### config.mk
export PLATFORM = sky130hd
export DESIGN_NAME = adder_share_arbiter
export DESIGN_NICKNAME = d
export VERILOG_FILES = /design/src/rtl/adder_pkg.sv /design/src/rtl/rr_pick.sv /design/src/rtl/adder_share_arbiter.sv
export SDC_FILE = /design/constraint.sdc
export NUM_CORES = 1
export LEC_CHECK = 0
export CAP_MARGIN = 10
export CORE_AREA = 2 2 228 230
export DETAILED_ROUTE_END_ITERATION = 10
export DIE_AREA = 0 0 230 232
export GPL_ROUTABILITY_DRIVEN = 0
export PLACE_DENSITY_LB_ADDON = 0.05
export SLEW_MARGIN = 10
export SYNTH_ARGS = -nofsm -noshare
export SYNTH_HDL_FRONTEND = slang
export SYNTH_SLANG_ARGS = --single-unit
### constraint.sdc
create_clock -name clk -period 34.3 [get_ports clk]
set_input_delay 6.86 -clock clk [delete_from_list [all_inputs] [get_ports clk]]
set_output_delay 6.86 -clock clk [all_outputs]
set_load 0.1 [all_outputs]
### src/rtl/adder_pkg.sv
// adder_pkg: shared FSM encoding and default sizing for the shared-adder arbiter
package adder_pkg;
   typedef enum logic [1:0] {
      ST_IDLE = 2'd0,
      ST_ADD  = 2'd1,
      ST_HOLD = 2'd2
   } state_t;
   localparam int DEF_WIDTH = 64;
   localparam int DEF_N_REQ = 4;
endpackage

### src/rtl/rr_pick.sv
// rr_pick: combinational round-robin selector, first set request at or after ptr wins
module rr_pick #(
   parameter int N  = 4,
   parameter int IW = 2
) (
   input  logic [N-1:0]  req,
   input  logic [IW-1:0] ptr,
   output logic [N-1:0]  onehot,
   output logic [IW-1:0] idx,
   output logic          any
);
   // scan downward so the lowest offset from ptr is the final assignment
   always_comb begin
      idx = '0;
      any = |req;
      for (int i = N - 1; i >= 0; i--)
         if (req[(int'(ptr) + i) % N]) idx = IW'((int'(ptr) + i) % N);
      onehot = any ? (N'(1) << idx) : '0;
   end
endmodule

### src/rtl/adder_share_arbiter.sv
// adder_share_arbiter: round-robin sharing of one ripple adder among N_REQ requesters,
// one operation in flight, result returned tagged over valid/ready
module adder_share_arbiter
   import adder_pkg::*;
#(
   parameter int N_REQ = DEF_N_REQ,
   parameter int WIDTH = DEF_WIDTH,
   parameter int ID_W  = $clog2(N_REQ)
) (
   input  logic                   clk,
   input  logic                   rst,
   input  logic [N_REQ-1:0]       req,
   input  logic [N_REQ*WIDTH-1:0] a_flat,
   input  logic [N_REQ*WIDTH-1:0] b_flat,
   output logic [N_REQ-1:0]       gnt,
   output logic                   res_valid,
   output logic [WIDTH-1:0]       res_data,
   output logic                   res_carry,
   output logic [ID_W-1:0]        res_id,
   input  logic                   res_ready
);
   state_t            state, state_nx;
   logic [ID_W-1:0]   rr_ptr, id_q, win_idx;
   logic [N_REQ-1:0]  win_oh;
   logic              any, take;
   logic [WIDTH-1:0]  a_q, b_q, sum;
   logic [WIDTH:0]    c;

   rr_pick #(.N(N_REQ), .IW(ID_W)) u_pick (
      .req(req), .ptr(rr_ptr), .onehot(win_oh), .idx(win_idx), .any(any)
   );

   assign take = (state == ST_IDLE) && any;

   always_ff @(posedge clk or posedge rst)
      if (rst) state <= ST_IDLE;
      else state <= state_nx;

   always_comb begin
      state_nx = (state == ST_IDLE) ? (any ? ST_ADD : ST_IDLE) :
                 (state == ST_ADD)  ? ST_HOLD :
                 (state == ST_HOLD && !res_ready) ? ST_HOLD : ST_IDLE;
   end

   always_comb begin
      c = '0;
      sum = '0;
      for (int i = 0; i < WIDTH; i++) begin
         sum[i] = a_q[i] ^ b_q[i] ^ c[i];
         c[i+1] = (a_q[i] & b_q[i]) | (c[i] & (a_q[i] ^ b_q[i]));
      end
   end

   always_ff @(posedge clk or posedge rst)
      if (rst) begin
         rr_ptr    <= '0;
         id_q      <= '0;
         a_q       <= '0;
         b_q       <= '0;
         gnt       <= '0;
         res_valid <= 1'b0;
         res_data  <= '0;
         res_carry <= 1'b0;
         res_id    <= '0;
      end else begin
         gnt <= take ? win_oh : '0;
         if (take) begin
            a_q    <= a_flat[win_idx*WIDTH +: WIDTH];
            b_q    <= b_flat[win_idx*WIDTH +: WIDTH];
            id_q   <= win_idx;
            rr_ptr <= (win_idx == ID_W'(N_REQ - 1)) ? '0 : win_idx + 1'b1;
         end
         if (state == ST_ADD) begin
            res_data  <= sum;
            res_carry <= c[WIDTH];
            res_id    <= id_q;
            res_valid <= 1'b1;
         end
         if (state == ST_HOLD && res_ready) res_valid <= 1'b0;
      end
endmodule

==> run metrics <==
first-pass GRT wire length 91.4 mm; worst skew pair latency 0.55 ns; input/output buffers a little under 600; via count 12900; hpwl dp 45.6 mm; Finish-stage setup viols 0; max-cap violations 0; WL final 63.2 mm; leakage power 8.43 nW; Gate power share a little over three fifths; average size of a mapped cell 10.3 um^2; RSZ-0062 raised after global routing no; Mapped Cells about 1300; internal power ~0.95 mW; clock group share of total power 13.5%; Seq pwr share 23.7%; Vias/cell 5.16; headroom to the max-slew limit 23.1%; Syn. warnings 0; Critical Path RT 34.75 ns; HP Class flop to flop; ys async rst share 100%; Slew Limit Fails 0; CTS tree built; P&R area growth vs syn 53.2%; DR iter-0 viols slightly below 700; worst slew pin tran 1.15 ns; Cell variety after synth 34; Num CTS Buffers 26; vias in the first global route around 14000; Wirelength per Cell 25.2 um; antenna violations before repair 7; CP Max Fanout 2; fin crit share 75.8%; Core ar. 50900 um^2; top_reg_cell synth dfrtp_1; final hold vios 0; layout cell share with drive strength beyond 1 9.28%; Post-synth EDFFs 0; commonest non-fill, non-tap cell in the layout clkdlybuf4s50_1; outcome complete, no violations; maximum clock rate 0.0385 GHz; die height 232 um; chip width 230 um; I/O Pins about 590; skew final 0.0217 ns; global-route usage over all layers 22.8%; DRT Pass-1 Iters 5; Rows 83; # DRC 0; most frequent cells in the layout 590 x clkdlybuf4s50_1, 206 x dfrtp_1, 202 x nand2_1; maximum root-to-sink buffer count 3; Final #Nets between 2000 and 2500; power consumption 1.97 mW; Power per Cell Area 95.3 nW/um^2; grt total ovfl 0; hold bufs inserted after CTS 0; launching element type of the critical path flop; slowest cell delay on critical path 0.43 ns; Root Buffer clkbuf_16; die area 53400 um^2; Routed Antenna Nets 0; Worst-path clk slew 0.06 ns; H-tree depth 1; synthesized net count 1900; cell mode on critical path fa_1; switching share of power between 50% and 60%; CTS Sinks 206; #FFs+latches synth just over 200; PostCTS Resize Cnt 0; VDD IR-drop max between 0.05 and 0.06 mV; Final Critical Period 26.00 ns; setup bufs post-CTS 0; largest net degree at the start of global routing 108; starting density of the core 26.5%; Fin Setup TNS 0 ns; register area share after synthesis 38.2%; cell area after synthesis 13500 um^2; Critical Path AT 26.46 ns; final hold slack 0.464 ns; switching power 1.02 mW; crit path capture type flop; Critical-path top delay cell fa_1; Crit Path Class flop to flop
==> registers in the layout, summed over array words and instances (netlist names) <==
signal and flops:
b_q 64, res_id 2, a_q 64, rr_ptr 2, id_q 2, res_data 64, res_carry 1, state 2
res_valid 1, gnt 4
==> critical path, delay by kind of cell, from the launching register on <==
kind / cells / cell delay [ns]
buffers and inverters: 3 / 0.23
adder cells (fa/ha/maj): 64 / 25.11
flip-flops: 1 / 0.38
AO/OA/AOI/OAI: 1 / 0.16
==> cell families (layout without fill, tap and decap cells) <==
group | after synthesis | after routing | synth area share, %
AO/OA/AOI/OAI | 398 | 398 | 22.6
AND/OR/NAND/NOR | 351 | 351 | 11.7
flip-flops | 206 | 206 | 38.2
buffers and inverters | 161 | 669 | 5.34
multiplexers | 129 | 129 | 12.4
adder cells (fa/ha/maj) | 68 | 68 | 9.81
other | 0 | 3 | 0
==> layer usage <==
metal	vias to the layer above	GRT usage (%)	share of wire, %
li1	5915	-	-
met1	6485	28.2	42
met2	454	40.9	50
met3	59	4.83	6.5
met4	8	4.64	1.6
met5	-	0	0.089
==> Yosys cell counts (all sizes together) (43+ instances only) <==
library cell | number | area (um^2)
dfrtp | 206 | 5150
nand2 | 202 | 758
clkbuf | 111 | 417
a21oi | 89 | 445
a211oi | 86 | 686
o31ai | 86 | 646
a221o | 85 | 851
mux2 | 85 | 1230
nand4 | 85 | 532
fa | 63 | 1260
nor2 | 48 | 180
mux2i | 44 | 440
o31a | 43 | 377
==> power groups by stage <==
stage | registers, mW | logic [mW] | clock network, mW
after floorplan | 0.734 | 0.583 | 0
after global placement | 0.470 | 1.25 | 0
after detailed placement | 0.475 | 1.25 | 0
after CTS | 0.472 | 1.25 | 0.276
after global routing | 0.487 | 1.34 | 0.285
final | 0.468 | 1.24 | 0.267
==> per-stage QoR <==
stage	area [um^2]	utilization [%]	worst slack [ns]	cells
after global placement	19800	39.0	8.49	2454
after floorplan	13500	-	9.72	1313
final	20700	40.6	8.30	2504
after detailed placement	19800	39.0	8.38	2454
after CTS	20700	40.6	8.29	2501
after global routing	20700	40.6	7.51	2504
==> cell type report <==
| type | instances | area (um^2) |
|---|---|---|
| Clock inverter | 8 | 46.3 |
| Timing Repair Buffer | 609 | 6060 |
| Antenna cell | 3 | 7.51 |
| Tap cell | 680 | 851 |
| Multi-Input combinational cell | 946 | 7710 |
| Fill cell | 5073 | 30200 |
| Inverter | 13 | 63.8 |
| Sequential cell | 206 | 5150 |
| Clock buffer | 39 | 781 |
==> path summary, 6_finish.rpt <==
check / slack (ns) / to / depth (start not counted) / startpoint
max: 8.30 / res_data[63] / 68 / a_q[0]
min: 0.46 / res_id[1] / 2 / id_q[1]
max reg2reg: 8.30 / res_data[63] / 68 / a_q[0]
min reg2reg: 0.46 / res_id[1] / 2 / id_q[1]
max in group asynchronous: 26.11 / res_data[9] / 3 / rst
min in group asynchronous: 6.78 / b_q[52] / 2 / rst
Power figures use the tool's default switching activity.
